==> src/rtl/time_manager_pkg.sv <==
// Shared definitions for the time-management blocks: measurement FSM encoding
// and default widths used by clock_period_meter.
package time_manager_pkg;

   localparam int CNT_W_DEF       = 16;
   localparam int SYNC_STAGES_DEF = 2;

   typedef enum logic [2:0] {
      ST_IDLE      = 3'd0,
      ST_ARM       = 3'd1,
      ST_MEAS_HIGH = 3'd2,
      ST_MEAS_LOW  = 3'd3,
      ST_DONE      = 3'd4
   } meas_state_t;

endpackage

==> src/rtl/sig_sync_edge.sv <==
// Brings an asynchronous level into the CLK_IN domain and derives single-cycle
// rise/fall strobes from the synchronized level and its previous value.
module sig_sync_edge #(
   parameter int SYNC_STAGES = 2
) (
   input  logic CLK_IN,
   input  logic RST,
   input  logic sig_in,
   output logic sync_level,
   output logic rise_det,
   output logic fall_det
);

   logic [SYNC_STAGES-1:0] sync_q;
   logic                   prev_q;

   always_ff @(posedge CLK_IN or posedge RST) begin
      if (RST) begin
         sync_q <= '0;
         prev_q <= 1'b0;
      end else begin
         sync_q <= {sync_q[SYNC_STAGES-2:0], sig_in};
         prev_q <= sync_q[SYNC_STAGES-1];
      end
   end

   // Both strobes come from the same two registers, so rise and fall latency match.
   assign sync_level = sync_q[SYNC_STAGES-1];
   assign rise_det   = sync_level & ~prev_q;
   assign fall_det   = ~sync_level & prev_q;

endmodule

==> src/rtl/clock_period_meter.sv <==
// Single-shot period / high-time meter for a slow signal, counted in CLK_IN
// cycles with saturating counters and an overflow flag.
module clock_period_meter
   import time_manager_pkg::*;
#(
   parameter int CNT_W       = CNT_W_DEF,
   parameter int SYNC_STAGES = SYNC_STAGES_DEF
) (
   input  logic             CLK_IN,
   input  logic             RST,
   input  logic             SIG_IN,
   input  logic             START,
   output logic             BUSY,
   output logic             VALID,
   output logic [CNT_W-1:0] PERIOD_OUT,
   output logic [CNT_W-1:0] HIGH_OUT,
   output logic             OVF,
   output logic [2:0]       STATE_DBG,
   output logic             SIG_SYNC
);

   localparam logic [CNT_W-1:0] CNT_MAX = '1;
   localparam logic [CNT_W-1:0] CNT_ONE = {{(CNT_W-1){1'b0}}, 1'b1};

   meas_state_t      state;
   logic [CNT_W-1:0] cnt;
   logic [CNT_W-1:0] cnt_inc;
   logic [CNT_W-1:0] high_cnt;
   logic             rise_det;
   logic             fall_det;

   sig_sync_edge #(.SYNC_STAGES(SYNC_STAGES)) u_sync (
      .CLK_IN     (CLK_IN),
      .RST        (RST),
      .sig_in     (SIG_IN),
      .sync_level (SIG_SYNC),
      .rise_det   (rise_det),
      .fall_det   (fall_det)
   );

   // A fall exactly at the limit must not wrap the count entering MEAS_LOW.
   assign cnt_inc   = (cnt == CNT_MAX) ? cnt : cnt + CNT_ONE;
   assign STATE_DBG = state;

   // Handshake: START is a one-cycle request honoured only in IDLE; BUSY rises
   // the cycle after it is taken and falls in the single cycle VALID is high,
   // which is also the only cycle PERIOD_OUT, HIGH_OUT and OVF change.
   always_ff @(posedge CLK_IN or posedge RST) begin
      if (RST) begin
         state      <= ST_IDLE;
         cnt        <= '0;
         high_cnt   <= '0;
         BUSY       <= 1'b0;
         VALID      <= 1'b0;
         PERIOD_OUT <= '0;
         HIGH_OUT   <= '0;
         OVF        <= 1'b0;
      end else begin
         VALID <= 1'b0;
         unique case (state)
            ST_IDLE: begin
               if (START) begin
                  state <= ST_ARM;
                  BUSY  <= 1'b1;
               end
            end
            ST_ARM: begin
               if (rise_det) begin
                  state <= ST_MEAS_HIGH;
                  cnt   <= CNT_ONE;
               end
            end
            ST_MEAS_HIGH: begin
               if (fall_det) begin
                  high_cnt <= cnt;
                  cnt      <= cnt_inc;
                  state    <= ST_MEAS_LOW;
               end else if (cnt == CNT_MAX) begin
                  PERIOD_OUT <= CNT_MAX;
                  HIGH_OUT   <= CNT_MAX;
                  OVF        <= 1'b1;
                  VALID      <= 1'b1;
                  BUSY       <= 1'b0;
                  state      <= ST_DONE;
               end else begin
                  cnt <= cnt_inc;
               end
            end
            ST_MEAS_LOW: begin
               if (rise_det) begin
                  PERIOD_OUT <= cnt;
                  HIGH_OUT   <= high_cnt;
                  OVF        <= 1'b0;
                  VALID      <= 1'b1;
                  BUSY       <= 1'b0;
                  state      <= ST_DONE;
               end else if (cnt == CNT_MAX) begin
                  PERIOD_OUT <= CNT_MAX;
                  HIGH_OUT   <= high_cnt;
                  OVF        <= 1'b1;
                  VALID      <= 1'b1;
                  BUSY       <= 1'b0;
                  state      <= ST_DONE;
               end else begin
                  cnt <= cnt_inc;
               end
            end
            ST_DONE: begin
               state <= ST_IDLE;
            end
            default: begin
               state <= ST_IDLE;
            end
         endcase
      end
   end

endmodule
==> config.mk <==
export PLATFORM = sky130hd
export DESIGN_NAME = clock_period_meter
export DESIGN_NICKNAME = d
export VERILOG_FILES = /design/src/rtl/time_manager_pkg.sv /design/src/rtl/sig_sync_edge.sv /design/src/rtl/clock_period_meter.sv
export SDC_FILE = /design/constraint.sdc
export NUM_CORES = 1
export LEC_CHECK = 0
export ABC_AREA = 1
export ABC_CLOCK_PERIOD_IN_PS = 2680
export CORE_MARGIN = 2
export CORE_UTILIZATION = 50
export DETAILED_ROUTE_END_ITERATION = 8
export PLACE_DENSITY_LB_ADDON = 0.1
export REMOVE_ABC_BUFFERS = 1
export SKIP_LAST_GASP = 1
export SYNTH_ARGS = -nofsm -noshare
export SYNTH_HDL_FRONTEND = slang
export SYNTH_SLANG_ARGS = --single-unit
==> constraint.sdc <==
create_clock -name CLK_IN -period 2.68 [get_ports CLK_IN]
set_clock_uncertainty 0.2 [all_clocks]
set_input_delay 0.536 -clock CLK_IN [delete_from_list [all_inputs] [get_ports CLK_IN]]
set_output_delay 0.536 -clock CLK_IN [all_outputs]
set_load 0.01 [all_outputs]
==> metrics <==
RSZ-0062 raised after global routing no; count of buffers added by post-CTS timing repair for setup 0; maximum fanout along the worst path around 50; transition time of the tightest slew-check pin approximately 0.55 ns; number of synthesized register bits 73; Min-Delay Path Depth 0; final standard cell utilization of the core about three fifths; Max Clock Freq about 450 MHz; top post-synthesis cells by count sky130_fd_sc_hd__nand2_1, sky130_fd_sc_hd__dfrtp_1, sky130_fd_sc_hd__nor2_1, sky130_fd_sc_hd__inv_1, sky130_fd_sc_hd__o21ai_0; number of nets in the finished design between 400 and 500; number of enable-type register cells in the synthesized netlist 0; Worst Path Required approximately 2.8 ns; cells along the critical path ha_1 -> inv_1 -> nor2_2 -> nand2_2 -> nor2_4 -> nand3_4 -> nand2_4 -> nor2_1 -> a21oi_2; ys flop type sky130_fd_sc_hd__dfrtp_1; Final Max Tran Viols 0; drt first-iter violations around 240; main area contributors after synthesis sky130_fd_sc_hd__dfrtp_1, sky130_fd_sc_hd__nand2_1, sky130_fd_sc_hd__nor2_1, sky130_fd_sc_hd__inv_1, sky130_fd_sc_hd__a21oi_2; max-capacitance violation count 0; shortest clock period the worst path allows after layout about 2.2 ns; Post-route DRC 0; Post-synth ARST share between 90% and 100%; kind of cell adding the most delay to the critical path simple AND/OR/NAND/NOR gates; wire length of the first global-routing pass around 12000 µm; Ant. Diodes 0; nature of the critical path endpoint flop; reg-to-reg slack, setup 0.48 ns; leakage dissipation between 1.5 and 2 nW; hold_sp u_sync.sync_q[0]$_DFF_PP0_; # fillers about 590; endpoint of the worst register-to-register path HIGH_OUT[10]$_DFFE_PP0P_; total routing resource utilization after global routing 20.9%; initial core utilization about half; final HPWL from detailed placement 4570 µm; Skew-Pair Late Insertion Delay 0.35 ns; average vias per placed instance between 5 and 6; fraction of the cycle the final worst path needs between 80% and 90%; DIE AREA 7700 µm²; CTS root buf sky130_fd_sc_hd__clkbuf_8; clock transition time at the flip-flop clock pins of the worst setup and hold paths around 0.070 ns; Ys Warns 0; cell taking the most area after synthesis sky130_fd_sc_hd__dfrtp_1; Register-to-Register Path Depth 9; global placer's final weighted congestion between 0.9 and 1; CTS Buf Count 9; post-synthesis to final-layout area growth 19.8%; pin count of the biggest net entering global routing 74; via count of the first global-routing pass around 2700; maximum buffer depth of the clock tree 2; summed negative setup slack over all endpoints 0 ns; initial antenna violation count 0; Die Y ~88 µm; post-route antenna net violation count 0; power density over cell area 977 nW/µm²; synthesized area 3510 µm²; Remaining Overflow, GRT 0; count of H-tree levels built during CTS 3; FF-to-FF Start cnt[0]$_DFFE_PP0P_; worst min-delay path endpoint u_sync.sync_q[1]$_DFF_PP0_; count of boundary I/O pins 43; HP Class flop to flop; number of cells on the critical path 9; TritonCTS clock tree built; sequential fraction of the synthesis area between 50% and 60%; Post-CTS Hold Buffers 0; vias after detailed routing ~2800; gate count after technology mapping 410; number of endpoints with negative hold slack in the final report 0; post-cts gate resize count 0; run status complete, no violations; distinct cell type count of the synthesized netlist 33; highest ir drop seen on vdd 600 µV; number of cell rows 30; post-detailed-routing wire length 6930 µm; Port Buffer Count 42; highest cell delay on the worst timing path roughly 0.45 ns; synthesized area divided by synthesized cell count around 8.6 µm²; average wire per standard cell between 10 and 15 µm; relative slew slack between 60% and 70%; cell with the most instances after synthesis sky130_fd_sc_hd__nand2_1; drt first pass iters 5; final setup violation count 0; floorplan core area 6790 µm²; category of the most critical setup path flop to flop; fraction of post-synthesis cell area in the top cell type by area 52.1%; worst endpoint data arrival time between 2 and 2.5 ns; critical path buffer and inverter count 1; Critical Path Slowest Stage Cell sky130_fd_sc_hd__dfrtp_1; die width about 90 µm; total power ~4 mW; Clock Sinks 73; Setup crit start kind flop; ratio of cells with drive above 1 in the final layout between 10 and 15%
==> registers in the layout, indices dropped and copies added, names as in the netlist, 2 cells and up <==
name and flops:
HIGH_OUT 16, PERIOD_OUT 16, cnt 16, high_cnt 16
STATE_DBG 3, u_sync.sync_q 2
==> layout by cell type (no fill, tap or decap), types with 7 or more instances in the layout <==
master,count
sky130_fd_sc_hd__clkdlybuf4s50_1,42
sky130_fd_sc_hd__nand3_1,11
sky130_fd_sc_hd__a21oi_2,16
sky130_fd_sc_hd__o211ai_1,10
sky130_fd_sc_hd__o21ai_0,23
sky130_fd_sc_hd__inv_2,7
sky130_fd_sc_hd__dfrtp_1,73
sky130_fd_sc_hd__clkbuf_8,11
sky130_fd_sc_hd__o21ai_1,15
sky130_fd_sc_hd__nand2_1,113
sky130_fd_sc_hd__nor2_1,50
sky130_fd_sc_hd__inv_1,39
==> layer usage <==
layer	vias up	GRT usage [%]	wire [µm]
met2	74	34.2	3260
li1	1384	-	-
met5	-	0	0
met3	15	4.24	288
met1	1304	26.2	3220
met4	0	10.8	157
==> worst max-delay path by stage <==
stage                             startpoint                        to  slack, ns
after floorplan                          RST          BUSY$_DFFE_PP0P_       0.09
after global placement    cnt[0]$_DFFE_PP0P_  HIGH_OUT[12]$_DFFE_PP0P_       0.58
after detailed placement  cnt[0]$_DFFE_PP0P_   HIGH_OUT[0]$_DFFE_PP0P_       0.48
after CTS                 cnt[0]$_DFFE_PP0P_   HIGH_OUT[0]$_DFFE_PP0P_       0.46
after global routing      cnt[0]$_DFFE_PP0P_  HIGH_OUT[10]$_DFFE_PP0P_       0.25
final                     cnt[0]$_DFFE_PP0P_  HIGH_OUT[10]$_DFFE_PP0P_       0.48
==> area by class of cell <==
class	count	area (µm²)	share of cell area, %
flip-flops and latches	73	1830	43.5
repair buffers	46	463	11.0
clock buffers	11	151	3.60
well taps	96	120	2.86
multi-input cells	276	1390	33.0
inverters	47	176	4.20
clock inverters	5	77.6	1.85
==> where the power goes <==
part / switching [mW] / internal [mW]
sequential: 0.178 / 1.39
combinational: 0.870 / 0.697
clock: 0.400 / 0.571
total: 1.45 / 2.65
==> kinds of logic after synthesis <==
logic type / after synthesis / synth area share (%)
XOR/XNOR: 7 / 1.75
AO/OA/AOI/OAI: 67 / 12.3
flip-flops: 73 / 52.1
buffers and inverters: 61 / 8.39
adder cells (fa/ha/maj): 1 / 0.357
AND/OR/NAND/NOR: 201 / 25.1
==> stage by stage <==
stage	hold slack [ns]	cells	setup slack, ns	area, µm²
finish	0.153	554	0.482	4200
global route	0.159	554	0.251	4200
detailed placement	0.140	538	0.483	3970
CTS	0.156	554	0.459	4200
floorplan	0.131	396	0.0907	3390
global placement	0.139	538	0.582	3970
Note: power is estimated with default switching activity, not from simulation.
